`config.mk`:
```
export PLATFORM = sky130hd
export DESIGN_NAME = exec_sequencer
export DESIGN_NICKNAME = d
export VERILOG_FILES = /design/src/rtl/ctrl_pkg.sv /design/src/rtl/mem_wait_timer.sv /design/src/rtl/exec_sequencer.sv
export SDC_FILE = /design/constraint.sdc
export NUM_CORES = 1
export LEC_CHECK = 0
export CAP_MARGIN = 20
export CORE_AREA = 2 2 39 41
export CTS_CLUSTER_DIAMETER = 100
export CTS_CLUSTER_SIZE = 14
export DETAILED_ROUTE_END_ITERATION = 7
export DIE_AREA = 0 0 41 43
export GPL_TIMING_DRIVEN = 0
export SETUP_SLACK_MARGIN = 0.2
export SLEW_MARGIN = 5
export SYNTH_ARGS = -nofsm -noshare
export SYNTH_HDL_FRONTEND = slang
export SYNTH_SLANG_ARGS = --single-unit
```
`constraint.sdc`:
```
create_clock -name clock -period 3.88 [get_ports clock]
set_input_delay 0.582 -clock clock [delete_from_list [all_inputs] [get_ports clock]]
set_output_delay 0.582 -clock clock [all_outputs]
set_load 0.03 [all_outputs]
```
`src/rtl/ctrl_pkg.sv`:
```
// Shared definitions for the instruction execution sequencer: state
// encoding, recognised opcodes and the RAM wait timeout.
package ctrl_pkg;

    typedef enum logic [2:0] {
        S_FETCH = 3'd0,
        S_EXEC  = 3'd1,
        S_MEM   = 3'd2,
        S_WB    = 3'd3,
        S_REC   = 3'd4
    } state_t;

    localparam logic [6:0] RALU   = 7'b0110011;
    localparam logic [6:0] IALU   = 7'b0010011;
    localparam logic [6:0] ILOAD  = 7'b0000011;
    localparam logic [6:0] SSTORE = 7'b0100011;

    // Last wait count before a RAM access is abandoned.
    localparam logic [3:0] TIMEOUT = 4'd15;

    // Register-to-register or immediate ALU instruction.
    function automatic logic is_alu(input logic [6:0] op);
        return (op == RALU) || (op == IALU);
    endfunction

endpackage

```
`src/rtl/mem_wait_timer.sv`:
```
// RAM wait counter: cleared before each access, counts MEM cycles in which
// the RAM has not answered, flags the timeout value.
module mem_wait_timer
    import ctrl_pkg::*;
(
    input  logic       clock,
    input  logic       reset,
    input  logic       clear,
    input  logic       enable,
    output logic [3:0] count,
    output logic       expired
);

    logic [3:0] count_q;
    logic [3:0] count_d;

    // Next count: clear wins over enable; no saturation is needed because
    // the sequencer leaves MEM when the timeout value is reached.
    always_comb begin
        count_d = count_q;
        if (clear) begin
            count_d = 4'd0;
        end else if (enable) begin
            count_d = count_q + 4'd1;
        end
    end

    // Counter register with synchronous reset.
    always_ff @(posedge clock) begin
        if (reset) begin
            count_q <= 4'd0;
        end else begin
            count_q <= count_d;
        end
    end

    assign count   = count_q;
    assign expired = (count_q == TIMEOUT);

endmodule

```
`src/rtl/exec_sequencer.sv`:
```
// Multi-cycle instruction sequencer: FETCH -> EXEC -> (MEM -> WB/REC) -> FETCH.
// Optional feature macro: STORE_SEQ_EN (store instructions go through MEM
// with ram_we=1); when undefined a store is a single-cycle no-op.
module exec_sequencer
    import ctrl_pkg::*;
(
    input  logic       clock,
    input  logic       reset,
    input  logic [6:0] opcode,
    input  logic       mem_ready,
    output logic       ir_load,
    output logic       pc_en,
    output logic       regw_en,
    output logic       ram_req,
    output logic       ram_we,
    output logic       busy,
    output logic       illegal,
    output logic       mem_err
);

    state_t     state_q;
    state_t     state_d;
    logic       we_q;
    logic [3:0] wait_count;
    logic       wait_expired;

    logic ir_load_c, pc_en_c, regw_en_c, ram_req_c, illegal_c, mem_err_c, busy_c;

`ifdef STORE_SEQ_EN
    logic we_d;

    // Access direction is latched in EXEC and held through MEM.
    always_comb begin
        we_d = we_q;
        if (state_q == S_EXEC) begin
            we_d = (opcode == SSTORE);
        end
    end

    // Direction register.
    always_ff @(posedge clock) begin
        if (reset) begin
            we_q <= 1'b0;
        end else begin
            we_q <= we_d;
        end
    end
`else
    assign we_q = 1'b0;
`endif

    mem_wait_timer u_timer (
        .clock   (clock),
        .reset   (reset),
        .clear   (state_q == S_EXEC),
        .enable  ((state_q == S_MEM) && !mem_ready && !wait_expired),
        .count   (wait_count),
        .expired (wait_expired)
    );

    // Next-state and strobe decode from current state, opcode and (in MEM only) mem_ready.
    always_comb begin
        state_d   = state_q;
        ir_load_c = 1'b0;
        pc_en_c   = 1'b0;
        regw_en_c = 1'b0;
        ram_req_c = 1'b0;
        illegal_c = 1'b0;
        mem_err_c = 1'b0;
        busy_c    = (state_q != S_FETCH);
        case (state_q)
            S_FETCH: begin
                ir_load_c = 1'b1;
                state_d   = S_EXEC;
            end
            S_EXEC: begin
                if (is_alu(opcode)) begin
                    regw_en_c = 1'b1;
                    pc_en_c   = 1'b1;
                    state_d   = S_FETCH;
                end else if (opcode == ILOAD) begin
                    ram_req_c = 1'b1;
                    state_d   = S_MEM;
                end else if (opcode == SSTORE) begin
`ifdef STORE_SEQ_EN
                    ram_req_c = 1'b1;
                    state_d   = S_MEM;
`else
                    pc_en_c   = 1'b1;
                    state_d   = S_FETCH;
`endif
                end else begin
                    illegal_c = 1'b1;
                    pc_en_c   = 1'b1;
                    state_d   = S_FETCH;
                end
            end
            S_MEM: begin
                ram_req_c = 1'b1;
                if (mem_ready) begin
                    // A late acceptance on the timeout cycle still succeeds.
                    if (we_q) begin
                        pc_en_c = 1'b1;
                        state_d = S_FETCH;
                    end else begin
                        state_d = S_WB;
                    end
                end else if (wait_expired) begin
                    ram_req_c = 1'b0;
                    mem_err_c = 1'b1;
                    state_d   = S_REC;
                end
            end
            S_WB: begin
                regw_en_c = 1'b1;
                pc_en_c   = 1'b1;
                state_d   = S_FETCH;
            end
            S_REC: begin
                pc_en_c = 1'b1;
                state_d = S_FETCH;
            end
            default: begin
                state_d = S_FETCH;
            end
        endcase
    end

    // State register; reset overrides any in-flight transition.
    always_ff @(posedge clock) begin
        if (reset) begin
            state_q <= S_FETCH;
        end else begin
            state_q <= state_d;
        end
    end

    // All strobes are held quiet while reset is asserted.
    assign ir_load = ir_load_c & ~reset;
    assign pc_en   = pc_en_c   & ~reset;
    assign regw_en = regw_en_c & ~reset;
    assign ram_req = ram_req_c & ~reset;
    assign ram_we  = ram_req_c & we_q & ~reset;
    assign busy    = busy_c    & ~reset;
    assign illegal = illegal_c & ~reset;
    assign mem_err = mem_err_c & ~reset;

    // The count value itself is only observed through the expired flag.
    logic unused_count;
    assign unused_count = ^wait_count;

endmodule
```
==> flow_metrics.env, run 1 <==
export IMPL_status="completed"
export IMPL_post_cts_buffers=0
export IMPL_start_util=0.304
export IMPL_ys_ff_latch=7
export IMPL_power_density_nw_per_um2=273
export IMPL_final_hold_viol_count=0
export IMPL_grt_max_degree=11
export IMPL_start_kind="input pin"
export IMPL_numCtsBuffers=3
export IMPL_syn_nets=64
export IMPL_required_ns=3.30
export IMPL_hp_start="u_timer.count[3]"
export IMPL_antenna_found_initial=0
export IMPL_fp_dieW_microns=41
export IMPL_fp_row_count=14
export IMPL_r2r_start="state_q[0]"
export IMPL_drc=0
export IMPL_synth_area_top_cells="dfxtp_1 (33%), nor4b_1 (8.3%), a21oi_1 (6.0%), nor3_1 (4.8%), o21ai_0 (4.8%)"
export IMPL_drv_slew=0
export IMPL_fin_crit_sh=0.767
export IMPL_track_usage=0.147
export IMPL_p_leak_nw=0.212
export IMPL_clock_sinks=7
export IMPL_portBuffers=16
export IMPL_fmax_ghz=0.336
export IMPL_fin_crit_ns=2.98
export IMPL_synth_top_cell_area_share=0.333
export IMPL_worst_skew_pair_late_latency_ns=0.25
export IMPL_drt_iter0_markers=4
export IMPL_hp_class="reg -> reg"
export IMPL_holdPathStages=1
export IMPL_cts_tree="yes"
export IMPL_h_tree_depth=1
export IMPL_rr_worst_depth=3
export IMPL_end_kind="output pin"
export IMPL_routedWlPerCell_microns=10.5
export IMPL_dpl_hpwl_microns=733
export IMPL_num_vias=459
export IMPL_insertedDiodeCount=0
export IMPL_cts_resized=0
export IMPL_drive_above_1_share=0.110
export IMPL_yosysWarnings=0
export IMPL_r2r_slack_ns=2.42
export IMPL_viasPerCell=5.16
export IMPL_gp_congestion=0.771
export IMPL_cts_buffer_depth=2
export IMPL_fp_dieArea_sq_um=1760
export IMPL_reg2reg_to="u_timer.count[0]"
export IMPL_crit_start="reset"
export IMPL_drt_total_wl_microns=938
export IMPL_synth_edff_count=0
export IMPL_area_growth_pct=49.1
export IMPL_grt_pass1_vias=437
export IMPL_rsz0062_at_grt="false"
export IMPL_overflow=0
export IMPL_finClkSkew_ns=0.000386
export IMPL_clk_pin_slew_ns=0.05
export IMPL_grt_pass1_wl_microns=1700
export IMPL_cp_max_fo=4
export IMPL_max_cap_viol_count=0
export IMPL_dr_pass1_iters=4
export IMPL_fin_tns_setup_ns=0
export IMPL_tightest_slew_ns=0.513
export IMPL_maxSlewHeadroom=0.654
export IMPL_syn_area_per_cell_sq_um=7.93
export IMPL_ctsRootBufferMaster="clkbuf_4"
export IMPL_yosysMostFrequentCell="dfxtp_1"
export IMPL_holdWs_ns=0.520
export IMPL_crit_end="illegal"
export IMPL_critPathKind="in -> out"
export IMPL_syn_inst=53
export IMPL_async_reset_ff_frac=0
export IMPL_netlist_area_sq_um=420
export IMPL_synthFlopType="dfxtp_1"
export IMPL_core_sq_um=1380
export IMPL_fin_nets=85
export IMPL_arrival_ns=2.39
export IMPL_die_y_microns=43
export IMPL_synth_seq_area_share=0.333
export IMPL_synth_cell_type_count=24
export IMPL_io_pins=18
export IMPL_yosys_area_top_type="dfxtp_1"
export IMPL_ant_nets=0
export IMPL_yosys_top_cells_count="dfxtp_1 (7), a21oi_1 (5), nor2_1 (5)"
export IMPL_post_route_util=0.453
export IMPL_setup_violations=0
export IMPL_ir_drop_uv=119
export IMPL_hold_buffers=0
[how the worst min path moves through the flow]
stage / end / slack, ns
finish: u_timer.count[3] / 0.52
global route: u_timer.count[3] / 0.56
CTS: u_timer.count[3] / 0.53
detailed placement: u_timer.count[3] / 0.51
global placement: u_timer.count[1] / 0.51
floorplan: u_timer.count[3] / 0.47
[sequential cells by signal (all words and copies together) (netlist names)]
name           cells
u_timer.count      4
state_q            3
[metrics by stage]
step | instances | power, mW | cell area (sq um) | worst slack, ns
final | 89 | 0.171 | 627 | 0.904
after CTS | 89 | 0.176 | 627 | 0.898
after detailed placement | 85 | 0.106 | 601 | 0.898
after global placement | 85 | 0.106 | 601 | 0.910
after global routing | 89 | 0.185 | 627 | 0.739
after floorplan | 53 | 0.0895 | 420 | 1.39
[where the power goes]
part | switching [mW] | internal, mW
Sequential | 0.00132 | 0.0727
Clock | 0.0272 | 0.0393
Combinational | 0.0149 | 0.0156
Total | 0.0434 | 0.128
[cells in the final DEF, fill, tap and decap left out, types with 2 or more instances in the layout]
cell	count
dfxtp_1	7
inv_1	2
nand2_1	3
clkbuf_1	2
nor3_1	4
a21oi_1	5
nor4b_1	4
clkdlybuf4s50_1	16
o21ai_0	4
clkbuf_4	3
nand3_1	3
a41oi_1	2
nor2_1	5
[routing by layer]
metal,GRT usage,vias up,part of all wire
met4,0.100,0,0
met1,0.180,200,0.48
met3,0.0733,0,0.080
met5,0,-,0
li1,-,244,-
met2,0.191,15,0.44
[kinds of logic (layout without fill, tap and decap cells)]
| kind of cell | count (synthesis) | in the layout | synth area share |
|---|---|---|---|
| other cells | 1 | 1 | 0.00892 |
| compound gates | 16 | 16 | 0.250 |
| fa+ha+maj | 1 | 1 | 0.0298 |
| flops | 7 | 7 | 0.333 |
| buf+inv | 4 | 24 | 0.0446 |
| simple gates | 24 | 24 | 0.333 |
[final cells by class]
cell class | count | area [sq um]
Fill cell | 136 | 757
Multi-Input combinational cell | 42 | 262
Timing Repair Buffer | 16 | 160
Sequential cell | 7 | 140
Clock buffer | 4 | 26.3
Tap cell | 16 | 20.0
Buffer | 2 | 11.3
Inverter | 2 | 7.51
[worst max-delay path: stages]
cell and delay, ns:
clkdlybuf4s50_1 0.47, nor2_1 0.23, nand2_1 0.14, a311oi_1 0.26, clkdlybuf4s50_1 0.72
No activity file was read; power rests on OpenSTA's default activity.
==> run 2: changes to the inputs <==
- clock period: 3.88 -> 3 ns (I/O delays scaled with it)
==> flow_metrics.env, run 2 (synthesis gave the netlist of run 1 again) <==
export IMPL_power_density_nw_per_um2=350
export IMPL_cts_buffer_depth=2
export IMPL_crit_start="reset"
export IMPL_final_fill_count=136
export IMPL_use_met2=0.191
export IMPL_ctsRootBufferMaster="clkbuf_4"
export IMPL_overflow=0
export IMPL_end_kind="output pin"
export IMPL_drc=0
export IMPL_cts_tree="yes"
export IMPL_area_growth_pct=50.3
export IMPL_fin_crit_sh=0.871
export IMPL_cpPeakStageDelay_ns=0.70
export IMPL_cp_num_buf_inv=2
export IMPL_h_tree_depth=1
export IMPL_start_kind="input pin"
export IMPL_crit_end="ram_req"
export IMPL_routedWlPerCell_microns=10.6
export IMPL_grt_util_met1=0.180
export IMPL_drt_total_wl_microns=942
export IMPL_cp_max_fo=4
export IMPL_viasPerCell=5.16
export IMPL_arrival_ns=2.16
export IMPL_gp_congestion=0.771
export IMPL_final_area_sq_um=632
export IMPL_critPathKind="in -> out"
export IMPL_dpl_cell_area_sq_um=601
export IMPL_multiInputGateArea_sq_um=262
export IMPL_portBuffers=16
export IMPL_finClkSkew_ns=0.000545
export IMPL_hp_class="reg -> reg"
export IMPL_maxSlewHeadroom=0.654
export IMPL_worst_skew_pair_late_latency_ns=0.25
export IMPL_setup_violations=0
export IMPL_grt_use_met3=0.0733
export IMPL_tightest_slew_ns=0.513
export IMPL_drive_above_1_share=0.110
export IMPL_rsz0062_at_grt="false"
export IMPL_post_route_util=0.457
export IMPL_required_ns=2.55
export IMPL_ant_nets=0
export IMPL_grt_max_degree=11
export IMPL_r2r_slack_ns=1.54
export IMPL_layout_commonest_cell="clkdlybuf4s50_1"
export IMPL_path_cells="clkdlybuf4s50_1 > nor2_1 > nand2_1 > o21ai_0 > clkdlybuf4s50_1"
export IMPL_fin_crit_ns=2.61
export IMPL_die_y_microns=43
export IMPL_layout_common_cells="clkdlybuf4s50_1 (14), dfxtp_1 (7), nor2_1 (5), a21oi_1 (5)"
export IMPL_r2r_start="state_q[0]"
export IMPL_dpl_hpwl_microns=733
export IMPL_status="completed"
export IMPL_cp_depth=5
export IMPL_track_usage=0.147
export IMPL_worst_path_max_delay_cell="clkdlybuf4s50_1"
export IMPL_start_util=0.304
export IMPL_io_pins=18
export IMPL_fp_dieW_microns=41
export IMPL_final_hold_viol_count=0
export IMPL_hp_start="u_timer.count[3]"
export IMPL_busiest_layer="met2"
export IMPL_fin_nets=85
export IMPL_reg2reg_to="u_timer.count[0]"
export IMPL_fin_tns_setup_ns=0
export IMPL_fmax_ghz=0.383
export IMPL_drt_iter0_markers=4
export IMPL_fp_row_count=14
export IMPL_crit_top_cell="clkdlybuf4s50_1"
export IMPL_grt_pass1_vias=437
export IMPL_insertedDiodeCount=0
export IMPL_numCtsBuffers=3
export IMPL_p_leak_nw=0.246
export IMPL_critPathTopFamily="buffers and inverters"
export IMPL_grt_pass1_wl_microns=1700
export IMPL_ir_drop_uv=154
export IMPL_finalPower_mw=0.221
export IMPL_antenna_found_initial=0
export IMPL_max_cap_viol_count=0
export IMPL_clk_pin_slew_ns=0.05
export IMPL_fp_dieArea_sq_um=1760
export IMPL_largest_reg_flops=4
export IMPL_dr_pass1_iters=4
export IMPL_seqCellArea_sq_um=140
export IMPL_rr_worst_depth=3
export IMPL_core_sq_um=1380
export IMPL_num_vias=459
export IMPL_drv_slew=0
export IMPL_clock_sinks=7
export IMPL_hold_buffers=0
-- run 2: cell types whose count changed in the layout (fill, tap and decap cells not counted), sizes merged --
cell	delta
clkdlybuf4s50	-2
dlymetal6s2s	+2
-- run 2: what timing repair did --
item / in CTS / in global routing
resized for setup: 0 / 2
endpoints found under the setup margin: 0 / 2
setup buffers: 0 / 0
-- run 2: worst min path at each step --
stage,endpoint,cells past startpoint,slack [ns]
after floorplan,u_timer.count[3],1,0.47
after global placement,u_timer.count[1],2,0.51
after detailed placement,u_timer.count[3],1,0.51
after CTS,u_timer.count[3],1,0.53
after global routing,u_timer.count[3],1,0.56
final,u_timer.count[3],1,0.52
-- run 2: final cells by class --
type,instances,area share
inverters,2,0.0119
flip-flops and latches,7,0.222
repair buffers,16,0.261
well taps,16,0.0317
multi-input cells,42,0.414
plain buffers,2,0.0178
clock buffers,4,0.0416
-- run 2: where the power goes --
part / internal (mW) / switching, mW / leakage, nW / total, mW
registers: 0.0941 / 0.00171 / 0.0567 / 0.0958
clock network: 0.0508 / 0.0353 / 0.0150 / 0.0860
logic: 0.0200 / 0.0193 / 0.175 / 0.0393
total: 0.165 / 0.0562 / 0.246 / 0.221
-- run 2: per-layer routing --
| metal | share of wire | up-vias |
|---|---|---|
| met2 | 0.45 | 15 |
| met1 | 0.48 | 200 |
| met3 | 0.074 | 0 |
| met5 | 0 | - |
| met4 | 0 | 0 |
| li1 | - | 244 |
-- run 2: through the flow --
step | worst slack (ns) | hold WS [ns] | instances
2_1_floorplan | 0.761 | 0.472 | 53
3_3_place_gp | 0.294 | 0.510 | 85
3_5_place_dp | 0.282 | 0.512 | 85
4_1_cts | 0.282 | 0.525 | 89
5_1_grt | 0.273 | 0.558 | 89
6_report | 0.388 | 0.520 | 89
-- run 2: worst reg2reg max path, cell delays in order, from the launching register on --
cell and delay [ns]:
dfxtp_1 0.36, or4b_4 0.58, or3_1 0.32, a21oi_1 0.14
